===== config.mk =====
export PLATFORM = sky130hd
export DESIGN_NAME = dcpu_operand_fetch
export DESIGN_NICKNAME = d
export VERILOG_FILES = /design/src/rtl/dcpu_operand_fetch.sv
export SDC_FILE = /design/constraint.sdc
export NUM_CORES = 1
export LEC_CHECK = 0
export CORE_UTILIZATION = 35
export CTS_BUF_LIST = sky130_fd_sc_hd__clkbuf_8 sky130_fd_sc_hd__clkbuf_16
export CTS_CLUSTER_SIZE = 25
export DETAILED_ROUTE_END_ITERATION = 8
export PLACE_DENSITY_LB_ADDON = 0.05
export SLEW_MARGIN = 10
export SYNTH_ARGS = -nofsm -noshare
export SYNTH_HDL_FRONTEND = slang
export SYNTH_SLANG_ARGS = --single-unit

===== constraint.sdc =====
create_clock -name clk -period 10.3 [get_ports clk]
set_input_delay 2.06 -clock clk [delete_from_list [all_inputs] [get_ports clk]]
set_output_delay 2.06 -clock clk [all_outputs]
set_load 0.01 [all_outputs]

===== src/rtl/dcpu_operand_fetch.sv =====
// dcpu_operand_fetch
//   Multi-cycle DCPU-16 operand decode/fetch stage feeding dcpu_alu. Resolves
//   operand a then operand b of one instruction to 16-bit values, issuing
//   next-word and memory reads as needed, and reports the writeback
//   destination of a plus the updated PC/SP.
//
// Ports
//   clk, rst_n             rising-edge clock, synchronous active-low reset
//   start                  accept instr/pc_in/sp_in (ignored while busy)
//   instr                  [3:0] opcode, [9:4] a field, [15:10] b field
//   pc_in, sp_in           address after instr, current SP
//   o_in                   current O register (read live during decode)
//   reg_rsel/reg_rdata     register-file read port (combinational data)
//   mem_req/mem_addr       memory read request, address held while requesting
//   mem_rdata/mem_ack      read data, valid with the completing ack
//   busy                   high whenever not idle
//   valid                  one-cycle result strobe; results held until next start
//   opcode, a_val, b_val   ALU operands
//   a_dst/a_reg/a_addr     writeback target of operand a
//   pc_out, sp_out         PC after next-word fetches, SP after POP/PUSH
module dcpu_operand_fetch (
  input  logic        clk,
  input  logic        rst_n,
  input  logic        start,
  input  logic [15:0] instr,
  input  logic [15:0] pc_in,
  input  logic [15:0] sp_in,
  input  logic [15:0] o_in,
  output logic [2:0]  reg_rsel,
  input  logic [15:0] reg_rdata,
  output logic        mem_req,
  output logic [15:0] mem_addr,
  input  logic [15:0] mem_rdata,
  input  logic        mem_ack,
  output logic        busy,
  output logic        valid,
  output logic [3:0]  opcode,
  output logic [15:0] a_val,
  output logic [15:0] b_val,
  output logic [2:0]  a_dst,
  output logic [2:0]  a_reg,
  output logic [15:0] a_addr,
  output logic [15:0] pc_out,
  output logic [15:0] sp_out
);

  typedef enum logic [2:0] {
    IDLE, A_DEC, A_NW, A_MEM, B_DEC, B_NW, B_MEM, DONE
  } state_e;

  typedef enum logic [2:0] {
    DST_REG  = 3'd0,
    DST_MEM  = 3'd1,
    DST_SP   = 3'd2,
    DST_PC   = 3'd3,
    DST_O    = 3'd4,
    DST_NONE = 3'd5
  } dst_e;

  typedef enum logic [1:0] {
    DEC_FIN, DEC_NW, DEC_MEM
  } dec_e;

  state_e      state_q, state_d;
  logic [3:0]  opcode_q, opcode_d;
  logic [5:0]  a_fld_q, a_fld_d;
  logic [5:0]  b_fld_q, b_fld_d;
  logic [15:0] pc_cur_q, pc_cur_d;
  logic [15:0] sp_cur_q, sp_cur_d;
  logic [15:0] addr_q, addr_d;
  logic [15:0] a_val_q, a_val_d;
  logic [15:0] b_val_q, b_val_d;
  dst_e        a_dst_q, a_dst_d;
  logic [2:0]  a_reg_q, a_reg_d;
  logic [15:0] a_addr_q, a_addr_d;

  logic        in_a;
  logic [5:0]  fld;

  dec_e        dec_kind;
  logic [15:0] dec_val;
  dst_e        dec_dst;
  logic [15:0] dec_addr;
  logic [15:0] dec_sp;
  logic [15:0] nw_addr;

  // Operand currently being processed and the Moore outputs.
  always_comb begin
    in_a     = (state_q == A_DEC) || (state_q == A_NW) || (state_q == A_MEM);
    fld      = in_a ? a_fld_q : b_fld_q;
    reg_rsel = ((state_q == IDLE) || (state_q == DONE)) ? '0 : fld[2:0];
    busy     = (state_q != IDLE);
    valid    = (state_q == DONE);
    mem_req  = (state_q == A_NW) || (state_q == B_NW) ||
               (state_q == A_MEM) || (state_q == B_MEM);
    mem_addr = '0;
    if ((state_q == A_NW) || (state_q == B_NW)) begin
      mem_addr = pc_cur_q;
    end else if ((state_q == A_MEM) || (state_q == B_MEM)) begin
      mem_addr = addr_q;
    end
  end

  // Field decode, shared by both operands.
  always_comb begin
    dec_kind = DEC_FIN;
    dec_val  = '0;
    dec_dst  = DST_NONE;
    dec_addr = '0;
    dec_sp   = sp_cur_q;
    if (fld[5]) begin
      dec_val = {11'd0, fld[4:0]};
    end else begin
      case (fld[4:3])
        2'b00: begin
          dec_val = reg_rdata;
          dec_dst = DST_REG;
        end
        2'b01: begin
          dec_kind = DEC_MEM;
          dec_addr = reg_rdata;
          dec_dst  = DST_MEM;
        end
        2'b10: begin
          dec_kind = DEC_NW;
          dec_dst  = DST_MEM;
        end
        default: begin
          case (fld[2:0])
            3'd0: begin                      // POP: read old sp, then increment
              dec_kind = DEC_MEM;
              dec_addr = sp_cur_q;
              dec_sp   = sp_cur_q + 16'd1;
              dec_dst  = DST_MEM;
            end
            3'd1: begin                      // PEEK
              dec_kind = DEC_MEM;
              dec_addr = sp_cur_q;
              dec_dst  = DST_MEM;
            end
            3'd2: begin                      // PUSH: decrement first, read new sp
              dec_kind = DEC_MEM;
              dec_addr = sp_cur_q - 16'd1;
              dec_sp   = sp_cur_q - 16'd1;
              dec_dst  = DST_MEM;
            end
            3'd3: begin
              dec_val = sp_cur_q;
              dec_dst = DST_SP;
            end
            3'd4: begin
              dec_val = pc_cur_q;
              dec_dst = DST_PC;
            end
            3'd5: begin
              dec_val = o_in;
              dec_dst = DST_O;
            end
            3'd6: begin
              dec_kind = DEC_NW;
              dec_dst  = DST_MEM;
            end
            default: begin
              dec_kind = DEC_NW;
              dec_dst  = DST_NONE;
            end
          endcase
        end
      endcase
    end
    // 0x1e addresses with the next word alone; 0x10-0x17 add the indexed register.
    nw_addr = fld[3] ? mem_rdata : (mem_rdata + reg_rdata);
  end

  // Next-state and datapath updates.
  always_comb begin
    state_d  = state_q;
    opcode_d = opcode_q;
    a_fld_d  = a_fld_q;
    b_fld_d  = b_fld_q;
    pc_cur_d = pc_cur_q;
    sp_cur_d = sp_cur_q;
    addr_d   = addr_q;
    a_val_d  = a_val_q;
    b_val_d  = b_val_q;
    a_dst_d  = a_dst_q;
    a_reg_d  = a_reg_q;
    a_addr_d = a_addr_q;

    case (state_q)
      IDLE: begin
        if (start) begin
          opcode_d = instr[3:0];
          a_fld_d  = instr[9:4];
          b_fld_d  = instr[15:10];
          pc_cur_d = pc_in;
          sp_cur_d = sp_in;
          if (instr[3:0] == 4'd0) begin
            a_val_d  = '0;
            a_dst_d  = DST_NONE;
            a_reg_d  = '0;
            a_addr_d = '0;
            state_d  = B_DEC;
          end else begin
            state_d  = A_DEC;
          end
        end
      end

      A_DEC, B_DEC: begin
        sp_cur_d = dec_sp;
        if (in_a) begin
          a_reg_d = fld[2:0];
        end
        case (dec_kind)
          DEC_FIN: begin
            if (in_a) begin
              a_val_d  = dec_val;
              a_dst_d  = dec_dst;
              a_addr_d = '0;
              state_d  = B_DEC;
            end else begin
              b_val_d  = dec_val;
              state_d  = DONE;
            end
          end
          DEC_MEM: begin
            addr_d = dec_addr;
            if (in_a) begin
              a_dst_d  = DST_MEM;
              a_addr_d = dec_addr;
              state_d  = A_MEM;
            end else begin
              state_d  = B_MEM;
            end
          end
          default: state_d = in_a ? A_NW : B_NW;
        endcase
      end

      A_NW, B_NW: begin
        if (mem_ack) begin
          pc_cur_d = pc_cur_q + 16'd1;
          if (fld == 6'h1f) begin
            if (in_a) begin
              a_val_d = mem_rdata;
              a_dst_d = DST_NONE;
              state_d = B_DEC;
            end else begin
              b_val_d = mem_rdata;
              state_d = DONE;
            end
          end else begin
            addr_d = nw_addr;
            if (in_a) begin
              a_dst_d  = DST_MEM;
              a_addr_d = nw_addr;
              state_d  = A_MEM;
            end else begin
              state_d  = B_MEM;
            end
          end
        end
      end

      A_MEM: begin
        if (mem_ack) begin
          a_val_d = mem_rdata;
          state_d = B_DEC;
        end
      end

      B_MEM: begin
        if (mem_ack) begin
          b_val_d = mem_rdata;
          state_d = DONE;
        end
      end

      DONE:    state_d = IDLE;
      default: state_d = IDLE;
    endcase
  end

  always_ff @(posedge clk) begin
    if (!rst_n) begin
      state_q  <= IDLE;
      opcode_q <= '0;
      a_fld_q  <= '0;
      b_fld_q  <= '0;
      pc_cur_q <= '0;
      sp_cur_q <= '0;
      addr_q   <= '0;
      a_val_q  <= '0;
      b_val_q  <= '0;
      a_dst_q  <= DST_REG;
      a_reg_q  <= '0;
      a_addr_q <= '0;
    end else begin
      state_q  <= state_d;
      opcode_q <= opcode_d;
      a_fld_q  <= a_fld_d;
      b_fld_q  <= b_fld_d;
      pc_cur_q <= pc_cur_d;
      sp_cur_q <= sp_cur_d;
      addr_q   <= addr_d;
      a_val_q  <= a_val_d;
      b_val_q  <= b_val_d;
      a_dst_q  <= a_dst_d;
      a_reg_q  <= a_reg_d;
      a_addr_q <= a_addr_d;
    end
  end

  assign opcode = opcode_q;
  assign a_val  = a_val_q;
  assign b_val  = b_val_q;
  assign a_dst  = a_dst_q;
  assign a_reg  = a_reg_q;
  assign a_addr = a_addr_q;
  assign pc_out = pc_cur_q;
  assign sp_out = sp_cur_q;

endmodule


==> metrics <==
Slew @ Worst Pin=1159 ps; commonest cells in the netlist=nand2_1 (149), nor2_1 (131), a21oi_1 (121), dfxtp_1 (121), o21ai_0 (78); pre-CTS WS=4414 ps; Synth area leader=dfxtp_1; Arr. time, crit path=around 6400 ps; clock skew=between 10 and 15 ps; initial core utilization=between 30% and 40%; status=complete, no violations; Synth-to-Final Area Change=31.39%; Synth top area share=between 20 and 30%; # diodes=0; post-synthesis sequential area ratio=between 20% and 30%; Num CTS Buffers=17; DRT Wirelength=38920 microns; fmax=around 0.16 GHz; vias in the first global route=between 9000 and 10000; DP HPWL=~29000 microns; final worst slack=4217 ps; Power Density=between 200 and 300 nW/um^2; CP Launch Type=flip-flop; kind of critical path=flip-flop to flip-flop; Setup-failing EPs final=0; DR iter-0 viols=1076; Tmin final=around 6100 ps; Req. time, crit path=10640 ps; most used flip-flop cell after synthesis=dfxtp_1; clk sinks=between 100 and 150; GRT overflow=0; maxcap violations=0; setup_tns=0 ps; Syn Area/Cell=7.361 sq um; nets=~1500; TritonCTS clock tree=built; GPL Wtd Cong=0.9209; Root Driver=clkbuf_16; ratio of cells with drive above 1 in the final layout=under 10%; most common cell in the netlist=nand2_1; Hold/Removal Path Class=flip-flop to flip-flop; Final ANT Viol Nets=0; Buffers on Ports=211; chip width=162.7 microns; crit-path max FO=27; ys async rst share=0%; DRC=0; Lkg Pwr=0.004311 uW; clock tree buffer depth=2; fin. max-slew vios=0; Cell variety after synth=87; Final Hold Viols=0; maximum number of pins on one net before global-route repair=64; Clock Pin Slew Worst Setup and Hold Paths=60 ps; insertion delay to the later sink of the worst-skew pair=~430 ps; Syn Inst Count=1228; Total GRT Usage=between 20% and 30%; FF+latch count, synth=between 100 and 150; DR vias=10342; die area=around 26000 sq um; Via density=between 6 and 7; # rows=58; unrepaired setup endpoints after global routing=no; I/O pins=between 200 and 250; cts-stage hold buffer count=0; worst vdd ir=around 140 uV; hold slack=between 400 and 500 ps; syn nets=roughly 1400; Total Power=3485 uW; synth top area cells=dfxtp_1 (27%), a21oi_1 (6.7%), nand2_1 (6.2%), nor2_1 (5.4%), o21ai_0 (4.3%); Die Y=162.7 microns; # resized after CTS=0; yosys warns=0; Core Area=around 25000 sq um; synthesized area=roughly 9000 sq um; placed insts=1677; EDFF count, synth=0; Non-Filler Instances=1709; H-tree levels=4; global-route wire length before repair=58310 microns; Routed WL per cell=22.77 microns; Post-CTS Setup Inserts=0; slew margin rel.=22.32%; drt first pass iters=5; period utilization=between 50 and 60%; initial antenna violation count=0; CP endpoint kind=flip-flop
-- per-stage QoR --
step	area, sq um	util (%)
final	11880	47.03
after global routing	11880	47.03
after CTS	11870	47.00
after detailed placement	11260	44.57
after global placement	11260	44.57
after floorplan	9040	-
-- power by group --
part | internal (uW) | switching [uW]
registers | 619 | 237
clock network | 385 | 250
logic | 794 | 1200
-- layout make-up --
cell class,count,area (sq um)
fillers,2602,13380
inverters,19,71.32
flip-flops and latches,121,2422
repair buffers,227,2227
clock inverters,15,188.9
well taps,330,412.9
clock buffers,17,425.4
multi-input cells,980,6130
-- worst max-delay path: stages (launching register included) --
cell       delay (ps)
dfxtp_1           910
nor2_2            120
nor2_4            180
inv_2             240
mux2i_2           230
buf_4             240
inv_1             620
ha_1              920
inv_1             350
nor4b_1           480
o31a_2            290
a21oi_4           100
o22ai_2           780
o2111ai_1         260
o221ai_1          240
-- layout by cell type (no fill, tap or decap), drive strengths merged, types with 15 or more instances in the layout --
cell,instances
a21oi,125
a22o,35
a22oi,37
a31oi,16
buf,17
clkbuf,17
clkdlybuf4s50,210
dfxtp,121
ha,25
inv,24
mux2i,31
nand2,149
nand3,29
nor2,135
nor3,39
nor4,15
o21ai,80
o2bb2ai,15
o31ai,20
-- routing by layer --
layer | routed length [microns] | GRT usage (%) | vias up | part of all wire (%)
met5 | 0 | 0 | - | 0
met4 | 1433 | 11.68 | 0 | 3.7
met3 | 2826 | 5.169 | 78 | 7.3
met2 | 17550 | 45.55 | 465 | 45
met1 | 17110 | 39.30 | 4905 | 44
li1 | - | - | 4894 | -
-- cell families (layout without fill, tap and decap cells) --
group                      count (synthesis)  count (layout)  share of synthesized area, %
and+or+nand+nor                          445             445                         22.81
AOI/OAI and AO/OA                        460             460                         35.20
adders and majority gates                 26              26                         3.682
DFF                                      121             121                         26.80
xor gates and xnor gates                  14              14                         1.356
muxes                                     35              35                         4.194
buffers and inverters                    127             278                         5.965
-- worst paths after layout --
kind	startpoint	endpoint	slack (ps)	depth (start not counted)
max	state_q[1]$_SDFFE_PN0P_	a_addr[15]$_SDFFE_PN0P_	4220	14
min	opcode[3]$_SDFFE_PN0P_	opcode[3]$_SDFFE_PN0P_	450	2
max reg2reg	state_q[1]$_SDFFE_PN0P_	a_addr[15]$_SDFFE_PN0P_	4220	14
min reg2reg	opcode[3]$_SDFFE_PN0P_	opcode[3]$_SDFFE_PN0P_	450	2
Note: power is estimated with default switching activity, not from simulation.
